[src/rtl/pipe_hazard_ctrl_if.sv]
// Pipeline-to-hazard-controller bundle: register IDs, stage controls, memory
// handshake, and the stall/flush/forward/status outputs.
interface pipe_hazard_ctrl_if #(
    parameter int CNT_W = 32
);
    logic [4:0]       Rs1D, Rs2D, Rs1E, Rs2E;
    logic [4:0]       RdE, RdM, RdW;
    logic [1:0]       ResultSrcE;
    logic             RegWriteM, RegWriteW;
    logic             PCSrcE;
    logic             MemReqM, MemReadyM;

    logic [1:0]       ForwardAE, ForwardBE;
    logic             StallF, StallD, StallE, StallM;
    logic             FlushD, FlushE, FlushW;
    logic             MemBusy, MemErr;
    logic [CNT_W-1:0] StallCycles, FlushCount;

    // pipeline side
    modport master (
        output Rs1D, Rs2D, Rs1E, Rs2E, RdE, RdM, RdW, ResultSrcE,
               RegWriteM, RegWriteW, PCSrcE, MemReqM, MemReadyM,
        input  ForwardAE, ForwardBE, StallF, StallD, StallE, StallM,
               FlushD, FlushE, FlushW, MemBusy, MemErr, StallCycles, FlushCount
    );

    // controller side
    modport slave (
        input  Rs1D, Rs2D, Rs1E, Rs2E, RdE, RdM, RdW, ResultSrcE,
               RegWriteM, RegWriteW, PCSrcE, MemReqM, MemReadyM,
        output ForwardAE, ForwardBE, StallF, StallD, StallE, StallM,
               FlushD, FlushE, FlushW, MemBusy, MemErr, StallCycles, FlushCount
    );
endinterface

[src/rtl/pipe_hazard_ctrl.sv]
// Hazard/sequencing controller for the 5-stage OTTER: forwarding, load-use and
// memory-wait stalls, branch flushes, memory timeout FSM and perf counters.
//
//   state    | meaning
//   ---------+--------------------------------------------------------
//   RUN      | normal flow, no outstanding data-memory access
//   MEM_WAIT | M-stage access pending, whole pipe frozen, counting wait
//   ERROR    | access timed out, pipe frozen until RST
module pipe_hazard_ctrl #(
    parameter int TIMEOUT = 255,
    parameter int CNT_W   = 32,
    parameter int WAIT_W  = 8
) (
    input  logic              CLK,
    input  logic              RST,
    pipe_hazard_ctrl_if.slave bus
);
    localparam logic [WAIT_W-1:0] TIMEOUT_V = WAIT_W'(TIMEOUT);

    typedef enum logic [1:0] {
        RUN      = 2'd0,
        MEM_WAIT = 2'd1,
        ERROR    = 2'd2
    } state_t;

    state_t            state_q, state_d;
    logic [WAIT_W-1:0] wait_q, wait_d;
    logic [CNT_W-1:0]  stall_cnt_q, flush_cnt_q;
    logic              mem_pending, mem_stall, lw_stall;

    function automatic logic [1:0] fwd_sel(
        input logic [4:0] rs,
        input logic       reg_write_m,
        input logic [4:0] rd_m,
        input logic       reg_write_w,
        input logic [4:0] rd_w
    );
        if (reg_write_m && rd_m == rs && rs != 5'd0)      return 2'b10;
        else if (reg_write_w && rd_w == rs && rs != 5'd0) return 2'b01;
        else                                              return 2'b00;
    endfunction

    assign mem_pending = bus.MemReqM && !bus.MemReadyM;

    always_ff @(posedge CLK) begin
        if (RST) begin
            state_q <= RUN;
            wait_q  <= '0;
        end else begin
            state_q <= state_d;
            wait_q  <= wait_d;
        end
    end

    always_comb begin
        state_d = state_q;
        wait_d  = wait_q;
        case (state_q)
            RUN: begin
                if (mem_pending) begin
                    state_d = MEM_WAIT;
                    wait_d  = WAIT_W'(1);
                end
            end
            MEM_WAIT: begin
                if (!mem_pending) begin
                    state_d = RUN;
                    wait_d  = '0;
                end else if (TIMEOUT != 0 && wait_q == TIMEOUT_V) begin
                    state_d = ERROR;
                end else if (wait_q != '1) begin
                    wait_d = wait_q + WAIT_W'(1);
                end
            end
            ERROR:   state_d = ERROR;
            default: begin
                state_d = RUN;
                wait_d  = '0;
            end
        endcase
    end

    always_comb begin
        mem_stall = (state_q == ERROR) || mem_pending;
        lw_stall  = bus.ResultSrcE == 2'b01 && bus.RdE != 5'd0 &&
                    (bus.RdE == bus.Rs1D || bus.RdE == bus.Rs2D) && !bus.PCSrcE;

        bus.ForwardAE = fwd_sel(bus.Rs1E, bus.RegWriteM, bus.RdM, bus.RegWriteW, bus.RdW);
        bus.ForwardBE = fwd_sel(bus.Rs2E, bus.RegWriteM, bus.RdM, bus.RegWriteW, bus.RdW);
        bus.StallF    = 1'b0;
        bus.StallD    = 1'b0;
        bus.StallE    = 1'b0;
        bus.StallM    = 1'b0;
        bus.FlushD    = 1'b0;
        bus.FlushE    = 1'b0;
        bus.FlushW    = 1'b0;

        if (RST) begin
            bus.ForwardAE = 2'b00;
            bus.ForwardBE = 2'b00;
            bus.FlushD    = 1'b1;
            bus.FlushE    = 1'b1;
            bus.FlushW    = 1'b1;
        end else if (mem_stall) begin
            // Branch and load-use are deferred; W takes a bubble so the
            // frozen M instruction is not written back twice.
            bus.StallF = 1'b1;
            bus.StallD = 1'b1;
            bus.StallE = 1'b1;
            bus.StallM = 1'b1;
            bus.FlushW = 1'b1;
        end else begin
            bus.StallF = lw_stall;
            bus.StallD = lw_stall;
            bus.FlushD = bus.PCSrcE;
            bus.FlushE = bus.PCSrcE || lw_stall;
        end
    end

    always_ff @(posedge CLK) begin
        if (RST) begin
            stall_cnt_q <= '0;
            flush_cnt_q <= '0;
        end else begin
            if (bus.StallF && stall_cnt_q != '1)
                stall_cnt_q <= stall_cnt_q + CNT_W'(1);
            if (bus.PCSrcE && !mem_stall && flush_cnt_q != '1)
                flush_cnt_q <= flush_cnt_q + CNT_W'(1);
        end
    end

    assign bus.MemBusy     = (state_q == MEM_WAIT);
    assign bus.MemErr      = (state_q == ERROR);
    assign bus.StallCycles = stall_cnt_q;
    assign bus.FlushCount  = flush_cnt_q;
endmodule

[src/flat_wrapper.sv]
// flat-port wrapper written by rule: the top's interface ports become plain ports
module pipe_hazard_ctrl_flat 
#(
    parameter int TIMEOUT = 255,
    parameter int CNT_W   = 32,
    parameter int WAIT_W  = 8
)
  (CLK, RST, bus_Rs1D, bus_Rs2D, bus_Rs1E, bus_Rs2E, bus_RdE, bus_RdM, bus_RdW, bus_ResultSrcE, bus_RegWriteM, bus_RegWriteW, bus_PCSrcE, bus_MemReqM, bus_MemReadyM, bus_ForwardAE, bus_ForwardBE, bus_StallF, bus_StallD, bus_StallE, bus_StallM, bus_FlushD, bus_FlushE, bus_FlushW, bus_MemBusy, bus_MemErr, bus_StallCycles, bus_FlushCount);
  pipe_hazard_ctrl_if #(.CNT_W(CNT_W)) bus_i ();
  input  logic CLK;
  input  logic RST;
  input wire logic [$bits(bus_i.Rs1D)-1:0] bus_Rs1D;
  input wire logic [$bits(bus_i.Rs2D)-1:0] bus_Rs2D;
  input wire logic [$bits(bus_i.Rs1E)-1:0] bus_Rs1E;
  input wire logic [$bits(bus_i.Rs2E)-1:0] bus_Rs2E;
  input wire logic [$bits(bus_i.RdE)-1:0] bus_RdE;
  input wire logic [$bits(bus_i.RdM)-1:0] bus_RdM;
  input wire logic [$bits(bus_i.RdW)-1:0] bus_RdW;
  input wire logic [$bits(bus_i.ResultSrcE)-1:0] bus_ResultSrcE;
  input wire logic [$bits(bus_i.RegWriteM)-1:0] bus_RegWriteM;
  input wire logic [$bits(bus_i.RegWriteW)-1:0] bus_RegWriteW;
  input wire logic [$bits(bus_i.PCSrcE)-1:0] bus_PCSrcE;
  input wire logic [$bits(bus_i.MemReqM)-1:0] bus_MemReqM;
  input wire logic [$bits(bus_i.MemReadyM)-1:0] bus_MemReadyM;
  output wire logic [$bits(bus_i.ForwardAE)-1:0] bus_ForwardAE;
  output wire logic [$bits(bus_i.ForwardBE)-1:0] bus_ForwardBE;
  output wire logic [$bits(bus_i.StallF)-1:0] bus_StallF;
  output wire logic [$bits(bus_i.StallD)-1:0] bus_StallD;
  output wire logic [$bits(bus_i.StallE)-1:0] bus_StallE;
  output wire logic [$bits(bus_i.StallM)-1:0] bus_StallM;
  output wire logic [$bits(bus_i.FlushD)-1:0] bus_FlushD;
  output wire logic [$bits(bus_i.FlushE)-1:0] bus_FlushE;
  output wire logic [$bits(bus_i.FlushW)-1:0] bus_FlushW;
  output wire logic [$bits(bus_i.MemBusy)-1:0] bus_MemBusy;
  output wire logic [$bits(bus_i.MemErr)-1:0] bus_MemErr;
  output wire logic [$bits(bus_i.StallCycles)-1:0] bus_StallCycles;
  output wire logic [$bits(bus_i.FlushCount)-1:0] bus_FlushCount;
  assign bus_i.Rs1D = bus_Rs1D;
  assign bus_i.Rs2D = bus_Rs2D;
  assign bus_i.Rs1E = bus_Rs1E;
  assign bus_i.Rs2E = bus_Rs2E;
  assign bus_i.RdE = bus_RdE;
  assign bus_i.RdM = bus_RdM;
  assign bus_i.RdW = bus_RdW;
  assign bus_i.ResultSrcE = bus_ResultSrcE;
  assign bus_i.RegWriteM = bus_RegWriteM;
  assign bus_i.RegWriteW = bus_RegWriteW;
  assign bus_i.PCSrcE = bus_PCSrcE;
  assign bus_i.MemReqM = bus_MemReqM;
  assign bus_i.MemReadyM = bus_MemReadyM;
  assign bus_ForwardAE = bus_i.ForwardAE;
  assign bus_ForwardBE = bus_i.ForwardBE;
  assign bus_StallF = bus_i.StallF;
  assign bus_StallD = bus_i.StallD;
  assign bus_StallE = bus_i.StallE;
  assign bus_StallM = bus_i.StallM;
  assign bus_FlushD = bus_i.FlushD;
  assign bus_FlushE = bus_i.FlushE;
  assign bus_FlushW = bus_i.FlushW;
  assign bus_MemBusy = bus_i.MemBusy;
  assign bus_MemErr = bus_i.MemErr;
  assign bus_StallCycles = bus_i.StallCycles;
  assign bus_FlushCount = bus_i.FlushCount;
  pipe_hazard_ctrl #(.TIMEOUT(TIMEOUT), .CNT_W(CNT_W), .WAIT_W(WAIT_W)) u_core (.CLK(CLK), .RST(RST), .bus(bus_i));
endmodule
[config.mk]
export PLATFORM = sky130hd
export DESIGN_NAME = pipe_hazard_ctrl_flat
export DESIGN_NICKNAME = d
export VERILOG_FILES = /design/src/rtl/pipe_hazard_ctrl_if.sv /design/src/rtl/pipe_hazard_ctrl.sv /design/src/flat_wrapper.sv
export SDC_FILE = /design/constraint.sdc
export NUM_CORES = 1
export LEC_CHECK = 0
export ABC_CLOCK_PERIOD_IN_PS = 5000
export CORE_ASPECT_RATIO = 0.5
export CORE_MARGIN = 2
export CORE_UTILIZATION = 47
export CTS_BUF_LIST = sky130_fd_sc_hd__clkbuf_8
export DETAILED_ROUTE_END_ITERATION = 12
export GPL_ROUTABILITY_DRIVEN = 1
export PLACE_DENSITY = 0.79
export SYNTH_ARGS = -nofsm -noshare
export SYNTH_HDL_FRONTEND = slang
export SYNTH_SLANG_ARGS = --single-unit
[constraint.sdc]
create_clock -name CLK -period 5 [get_ports CLK]
set_input_delay 1 -clock CLK [delete_from_list [all_inputs] [get_ports CLK]]
set_output_delay 1 -clock CLK [all_outputs]
set_load 0.01 [all_outputs]
==> results of run 1 <==
## power by group through the flow
stage               registers [mW]  clock network [mW]  logic (mW)
floorplan                    0.610                   0      0.0666
global placement             0.610                   0       0.132
detailed placement           0.610                   0       0.134
CTS                          0.597               0.559       0.134
global route                 0.597               0.585       0.146
finish                       0.597               0.548       0.134
## worst register-to-register path, stage by stage (launching register included)
cell and delay [ns]:
dfxtp_1 0.44, nand4_1 0.27, nor4_4 0.63, a41o_1 0.87, or3_1 0.23, o21ai_0 0.07, a21oi_1 0.18
## per-stage QoR
| stage | setup slack [ns] | util (%) |
|---|---|---|
| 2_1_floorplan | 1.78 | - |
| 3_3_place_gp | 0.929 | 62.9 |
| 3_5_place_dp | 0.855 | 62.9 |
| 4_1_cts | 0.846 | 65.6 |
| 5_1_grt | 0.788 | 65.6 |
| 6_report | 0.889 | 65.6 |
## flip-flops by register name, indices dropped and copies added (netlist names)
signal and cells:
u_core.bus.FlushCount 32, u_core.bus.StallCycles 32, u_core.state_q 2, u_core.wait_q 8
## synthesized netlist by cell type (2+ instances only)
| master | n | share of area (%) |
|---|---|---|
| nand3_1 | 30 | 3.6 |
| o41ai_1 | 2 | 0.42 |
| or4_1 | 13 | 2.3 |
| nor3_1 | 25 | 3.0 |
| o311ai_0 | 4 | 0.83 |
| xnor2_1 | 56 | 12 |
| nor2b_1 | 3 | 0.45 |
| o21ai_0 | 17 | 2.0 |
| buf_4 | 4 | 0.71 |
| or3_1 | 16 | 2.4 |
| clkbuf_1 | 14 | 1.2 |
| nor4_4 | 2 | 1.0 |
| o21a_1 | 2 | 0.36 |
| and4_1 | 7 | 1.5 |
| a21oi_1 | 29 | 3.4 |
| nand4_1 | 27 | 4.0 |
| nand3b_1 | 3 | 0.53 |
| nand2b_1 | 3 | 0.45 |
| and3_1 | 8 | 1.2 |
| nor4_2 | 2 | 0.59 |
| o31ai_1 | 14 | 2.5 |
| dfxtp_1 | 74 | 35 |
| inv_1 | 8 | 0.71 |
| nor2_1 | 53 | 4.7 |
| a211oi_1 | 2 | 0.36 |
| xor2_1 | 11 | 2.3 |
| buf_2 | 8 | 0.95 |
| nor4b_2 | 2 | 0.71 |
| and2_1 | 5 | 0.74 |
| o31a_1 | 2 | 0.42 |
| a41oi_1 | 2 | 0.42 |
| nor4_1 | 12 | 1.8 |
| buf_1 | 2 | 0.18 |
| ha_1 | 3 | 0.89 |
| nand2_1 | 34 | 3.0 |
## placed cells by master, fill, tap and decap left out, types with 2 or more instances in the layout
cell and count:
nor4_4 2, clkbuf_8 12, nand2b_1 3, a41oi_1 2, nand4_1 27, and2_1 5
nand3_1 30, inv_1 8, a211oi_1 2, xnor2_1 56, or3_1 16, nand3b_1 3
o21a_1 2, and4_1 7, nor2b_1 3, buf_4 5, nand2_1 34, and3_1 8
o21ai_0 17, clkdlybuf4s50_1 119, o31ai_1 14, nor2_1 53, nor4_1 12, nor4_2 2
bufinv_16 2, nor3_1 25, o311ai_0 4, a21oi_1 29, o31a_1 2, o41ai_1 2
dfxtp_1 74, ha_1 3, xor2_1 11, or4_1 13
## worst paths after layout
path / from / end / slack, ns / cells after the start
setup / recovery: bus_RdE[2] / bus_StallF / 0.89 / 7
hold / removal: u_core.bus.StallCycles[29]$_SDFFE_PP0P_ / u_core.bus.StallCycles[29]$_SDFFE_PP0P_ / 0.50 / 2
setup reg to reg: u_core.bus.StallCycles[4]$_SDFFE_PP0P_ / u_core.bus.StallCycles[11]$_SDFFE_PP0P_ / 2.24 / 6
hold reg to reg: u_core.bus.StallCycles[29]$_SDFFE_PP0P_ / u_core.bus.StallCycles[29]$_SDFFE_PP0P_ / 0.50 / 2
## cell families after synthesis
family,after synthesis
flip-flops,74
AND/OR/NAND/NOR,255
AO/OA/AOI/OAI,81
adder cells (fa/ha/maj),3
XOR/XNOR,67
buffers and inverters,36
## per-layer routing
layer	up-vias	share of wire (%)	global-route usage, %
met4	0	1.4	7.37
met3	15	5.3	6.31
met2	119	47	38.1
li1	2106	-	-
met1	1981	46	31.3
met5	-	0	0
## cell type report
| type | instances | share of cell area, % |
|---|---|---|
| multi-input combinational | 406 | 45.2 |
| sequential | 74 | 25.9 |
| timing repair buffer | 125 | 21.6 |
| clock buffer | 12 | 2.89 |
| tap | 117 | 2.56 |
| clock inverter | 4 | 1.27 |
| inverter | 8 | 0.526 |
==> summary.md, run 1 <==
| Metric | Value |
|---|---|
| Outcome | `finished clean` |
| Power per cell area | `224 nW/um^2` |
| WL per Instance | `14.9 um` |
| Post-Synth XOR/XNOR Area | `13.9%` |
| Starting Density | `48.3%` |
| Setup TNS | `0 ns` |
| GRT Util Overall | `23.7%` |
| Fillers | `748` |
| Syn nets | `563` |
| Largest family of logic cells by synthesized area | `simple AND/OR/NAND/NOR gates` |
| Total number of vias | `4221` |
| Worst slew pin tran | `1.13 ns` |
| # diodes | `0` |
| Post-synth EDFFs | `0` |
| Critical path class | `in2out` |
| Port Buffers | `120` |
| Pwr Total | `1.28 mW` |
| Netlist cell types | `52` |
| Final Cell Area | `5710 um^2` |
| Flop pwr share | `46.7%` |
| Final ANT Viol Nets | `0` |
| Global-route wire length before repair | `18.5 mm` |
| Crit Path Max Fanout | `3` |
| CP endpoint kind | `output port` |
| CTS Buffer Depth | `2` |
| Clk_skew | `0.0132 ns` |
| CP max stage cell | `clkdlybuf4s50_1` |
| GRT Residual Overflow | `0` |
| Placed Area | `5480 um^2` |
| FF/Latch Area | `1480 um^2` |
| Synth Instances | `516` |
| Die W | `138 um` |
| H-tree depth | `3` |
| Post-CTS Resized | `0` |
| Switch share | `23.4%` |
| Drt via density | `5.66` |
| Final setup violating endpoints | `0` |
| Core area | `8710 um^2` |
| FFs w/ async S/R, synth | `0%` |
| Slew headroom | `24.6%` |
| Worst-Skew Late Latency | `0.36 ns` |
| Placer Congestion | `0.973` |
| Critical Path AT | `3.11 ns` |
| Clock group share of total power | `42.9%` |
| Num Clock Sinks | `74` |
| Row count | `24` |
| Pleak | `1.80 nW` |
| Tightest hold margin | `0.499 ns` |
| Int Pwr | `0.980 mW` |
| Clk slew on worst S/H paths | `0.07 ns` |
| Crit share post-route | `82.2%` |
| Cell Chain, Critical Path | `clkdlybuf4s50_1, xnor2_1, nand3_1, o22ai_1, nand2b_1, a21oi_1, clkdlybuf4s50_1` |
| Multi-input logic area | `2580 um^2` |
| Adder-Cell Fraction of Synth Area | `0.892%` |
| NetSw | `0.299 mW` |
| CTS Buf Count | `9` |
| Main synth FF type | `dfxtp_1` |
| First-pass detailed-route iteration total | `4` |
| Critical path buffers and inverters | `2` |
| Slew Limit Fails | `0` |
| Initial antenna violation count | `0` |
| Max Clock Freq | `243 MHz` |
| Post-Layout Cell Count | `746` |
| Layout net count | `671` |
| Synthesized cell area | `4210 um^2` |
| DR DRC count | `0` |
| CP max stage delay | `0.59 ns` |
| Root Driver | `clkbuf_8` |
| Mux contribution to synthesized area | `0%` |
| DP HPWL | `7.96 mm` |
| Crit path max-delay family | `buffers and inverters` |
| Unrepaired setup endpoints after global routing | `no` |
| Post-CTS Setup Inserts | `0` |
| Hold Crit Class | `reg2reg` |
| Largest net degree at the start of global routing | `55` |
| Fin crit period | `4.11 ns` |
| Startpoint Class | `input pin` |
| CTS tree | `yes` |
| Hold_buf cts | `0` |
| Synth Register Bits | `74` |
| Vias in the first global route | `3840` |
| Placed cell count | `730` |
| Total length of routed wires | `11.1 mm` |
| Post-synthesis compound-gate area fraction | `12.0%` |
| Sequential fraction of the synthesis area | `35.2%` |
| Die height | `70.9 um` |
| Combinational power share | `10.5%` |
| Hold Fails Final Rpt | `0` |
| Number of max-cap violations | `0` |
| Area of the die | `9780 um^2` |
| Avg Cell Area, Syn | `8.16 um^2` |
| Synth Area in Simple Gates | `34.2%` |
| VDD IR max | `0.138 mV` |
| Crit path top cell by count | `clkdlybuf4s50_1` |
| Top Ports | `121` |
| P&R area growth vs syn | `35.7%` |
| Yosys warning count | `0` |
| Req. time, crit path | `4.00 ns` |
| Share of cells above drive strength 1 | `5.41%` |
| First DRT Iteration DRCs | `211` |
No activity file was read; power rests on OpenSTA's default activity.
==> run 2: changes to the inputs <==
Settings changed: ABC_CLOCK_PERIOD_IN_PS 5000 to 3770, CORE_UTILIZATION 47 to 45.
Clock period 5 ns to 3.77 ns, I/O delays scaled along.
==> run 2 against run 1 <==
Against the previous run: worst setup slack worse by 0.73 ns; critical path depth shrank 1; highest routed layer unchanged; routed wire length shrank 0.86%; die area rose by 4.3%; sequential cell count is the same; core utilization is 2.0 points lower; clock power increased by 3%.
==> summary.md, run 2 (synthesis gave the netlist of run 1 again) <==
| Metric | Value |
|---|---|
| WL per Instance | `14.8 um (-1.0%)` |
| Power per cell area | `271 nW/um^2 (+21%)` |
| CP Depth | `6 (-1)` |
| Critical Path AT | `2.86 ns (-0.25 ns)` |
| Critical path class | `in2out` |
| Die W | `141 um (+2.1%)` |
| CP endpoint kind | `output port` |
| Total number of vias | `4166 (-1.3%)` |
| Int Pwr | `1.12 mW (+14%)` |
| Initial antenna violation count | `0 (unchanged)` |
| Core area | `8890 um^2 (+2.1%)` |
| Row count | `24 (unchanged)` |
| Hold_buf cts | `0 (unchanged)` |
| Hold Fails Final Rpt | `0 (unchanged)` |
| Most frequent cells in the layout | `clkdlybuf4s50_1 (119), dfxtp_1 (74), xnor2_1 (56), nor2_1 (53), nand2_1 (34)` |
| Crit path max-delay family | `buffers and inverters` |
| Port Buffers | `120 (unchanged)` |
| Global-route wire length before repair | `18.1 mm (-2.0%)` |
| Crit Path Max Fanout | `3 (unchanged)` |
| R2R Setup Slk | `1.01 ns (-1.23 ns)` |
| Final ANT Viol Nets | `0 (unchanged)` |
| First DRT Iteration DRCs | `286 (+36%)` |
| Worst-Skew Late Latency | `0.37 ns (about the same)` |
| Slew Limit Fails | `0 (unchanged)` |
| Setup TNS | `0 ns (unchanged)` |
| Fillers | `807 (+7.9%)` |
| Unrepaired setup endpoints after global routing | `no` |
| Starting Density | `47.4% (-0.98 points)` |
| Worst Setup EP | `bus_ForwardAE[0]` |
| Placer Congestion | `0.966 (-0.79%)` |
| H-tree depth | `3 (unchanged)` |
| Hold Startpoint | `u_core.bus.StallCycles[29]$_SDFFE_PP0P_` |
| Setup Slack @ Placement | `0.148 ns (-0.708 ns)` |
| Hold Crit Depth | `2 (unchanged)` |
| Critical R2R Launch | `u_core.bus.StallCycles[4]$_SDFFE_PP0P_` |
| Vias in the first global route | `3726 (-3.0%)` |
| GRT Util Overall | `22.1% (-1.6 points)` |
| CP max stage delay | `0.59 ns (about the same)` |
| Layout net count | `672 (+0.15%)` |
| Pleak | `1.76 nW (-2.1%)` |
| Combinational power share | `11.6% (+1.1 points)` |
| VDD IR max | `0.162 mV (+18%)` |
| Hold Crit Class | `reg2reg` |
| Area of the die | `10200 um^2 (+4.3%)` |
| DR DRC count | `0 (unchanged)` |
| First-pass detailed-route iteration total | `4 (unchanged)` |
| # diodes | `0 (unchanged)` |
| Num Clock Sinks | `74 (unchanged)` |
| Root Driver | `clkbuf_8` |
| Startpoint Class | `input pin` |
| Most common cell after layout, fill and taps aside | `clkdlybuf4s50_1` |
| Req. time, crit path | `3.02 ns (-0.98 ns)` |
| Final worst slack | `0.159 ns (-0.730 ns)` |
| Max Clock Freq | `277 MHz` |
| Crit share post-route | `95.8%` |
| Flop pwr share | `51.6% (+4.9 points)` |
| CTS Buf Count | `9 (unchanged)` |
| DP HPWL | `7.96 mm (about the same)` |
| Setup crit start | `bus_Rs1E[2]` |
| Slew headroom | `38.4% (+14 points)` |
| Reg2reg end | `u_core.bus.StallCycles[31]$_SDFFE_PP0P_` |
| CTS tree | `yes` |
| Largest net degree at the start of global routing | `55 (unchanged)` |
| P&R area growth vs syn | `34.3%` |
| Drt via density | `5.58 (-1.4%)` |
| Top Ports | `121 (unchanged)` |
| Outcome | `finished clean` |
| Reg2Reg Depth | `6 (unchanged)` |
| Post-CTS Setup Inserts | `0 (unchanged)` |
| CP max stage cell | `clkdlybuf4s50_1` |
| Cell Chain, Critical Path | `clkdlybuf4s50_1, or4_1, nor2_1, nor4_1, nor4_1, clkdlybuf4s50_1` |
| Share of cells above drive strength 1 | `5.56% (+0.15 points)` |
| Post-CTS Resized | `0 (unchanged)` |
| Critical path buffers and inverters | `2 (unchanged)` |
| Final setup violating endpoints | `0 (unchanged)` |
| Clk_skew | `0.0134 ns (+0.000206 ns)` |
| GRT Residual Overflow | `0 (unchanged)` |
| Switch share | `27.2% (+3.9 points)` |
| Fin crit period | `3.61 ns` |
| Worst slew pin tran | `0.924 ns (-0.204 ns)` |
| Number of max-cap violations | `0 (unchanged)` |
| Clock group share of total power | `36.8% (-6.1 points)` |
| NetSw | `0.418 mW (+40%)` |
| CTS Buffer Depth | `2 (unchanged)` |
| Total length of routed wires | `11.0 mm (-0.86%)` |
| Die height | `72.4 um (+2.1%)` |
| Clk slew on worst S/H paths | `0.07 ns (about the same)` |
-- run 2: cell count changes in the layout (fill, tap and decap cells not counted), sizes merged --
cell / delta
clkbuf: -3
clkinvlp: +3
bufinv: -2
inv: +2
buf: +1
-- run 2: metrics by stage --
step                power, mW  utilization, %  cells  instance area [um^2]  hold slack [ns]
finish                   1.53            63.6    747                  5650            0.507
global route             1.60            63.6    747                  5650            0.533
CTS                      1.55            63.6    747                  5650            0.506
detailed placement      0.987            61.6    731                  5480            0.493
global placement        0.985            61.6    731                  5480            0.484
floorplan               0.898               -    516                  4210            0.480
-- run 2: power by group through the flow --
stage	combinational, mW	clock, mW	sequential (mW)
final	0.178	0.564	0.792
after global routing	0.194	0.617	0.793
after CTS	0.178	0.578	0.792
after detailed placement	0.177	0	0.810
after global placement	0.175	0	0.810
after floorplan	0.0883	0	0.809
-- run 2: worst min-delay path by stage --
| stage | endpoint | slack [ns] |
|---|---|---|
| final | u_core.bus.StallCycles[29]$_SDFFE_PP0P_ | 0.51 |
| after floorplan | u_core.wait_q[6]$_SDFFE_PP0P_ | 0.48 |
| after global placement | u_core.bus.StallCycles[29]$_SDFFE_PP0P_ | 0.48 |
| after global routing | u_core.bus.StallCycles[11]$_SDFFE_PP0P_ | 0.53 |
| after CTS | u_core.bus.StallCycles[11]$_SDFFE_PP0P_ | 0.51 |
| after detailed placement | u_core.bus.StallCycles[11]$_SDFFE_PP0P_ | 0.49 |
-- run 2: metal layers --
| metal | GRT usage, % | wire length, um | vias to the layer above |
|---|---|---|---|
| li1 | - | - | 2110 |
| met1 | 28.6 | 5160 | 1934 |
| met2 | 36.7 | 5130 | 103 |
| met3 | 5.08 | 521 | 19 |
| met4 | 7.89 | 208 | 0 |
| met5 | 0 | 0 | - |
-- run 2: worst reg2reg max path: cells and delay by family, from the launching register on --
family	cells	cell delay, ns
AO/OA/AOI/OAI	2	0.94
flip-flops	1	0.45
AND/OR/NAND/NOR	4	1.24
-- run 2: area by class of cell --
type / instances / area, um^2 / area share [%]
multi-input cells: 406 / 2580 / 45.6
repair buffers: 126 / 1240 / 22.0
well taps: 117 / 146 / 2.59
flip-flops and latches: 74 / 1480 / 26.2
inverters: 8 / 30.0 / 0.531
clock inverters: 7 / 52.6 / 0.930
clock buffers: 9 / 124 / 2.19
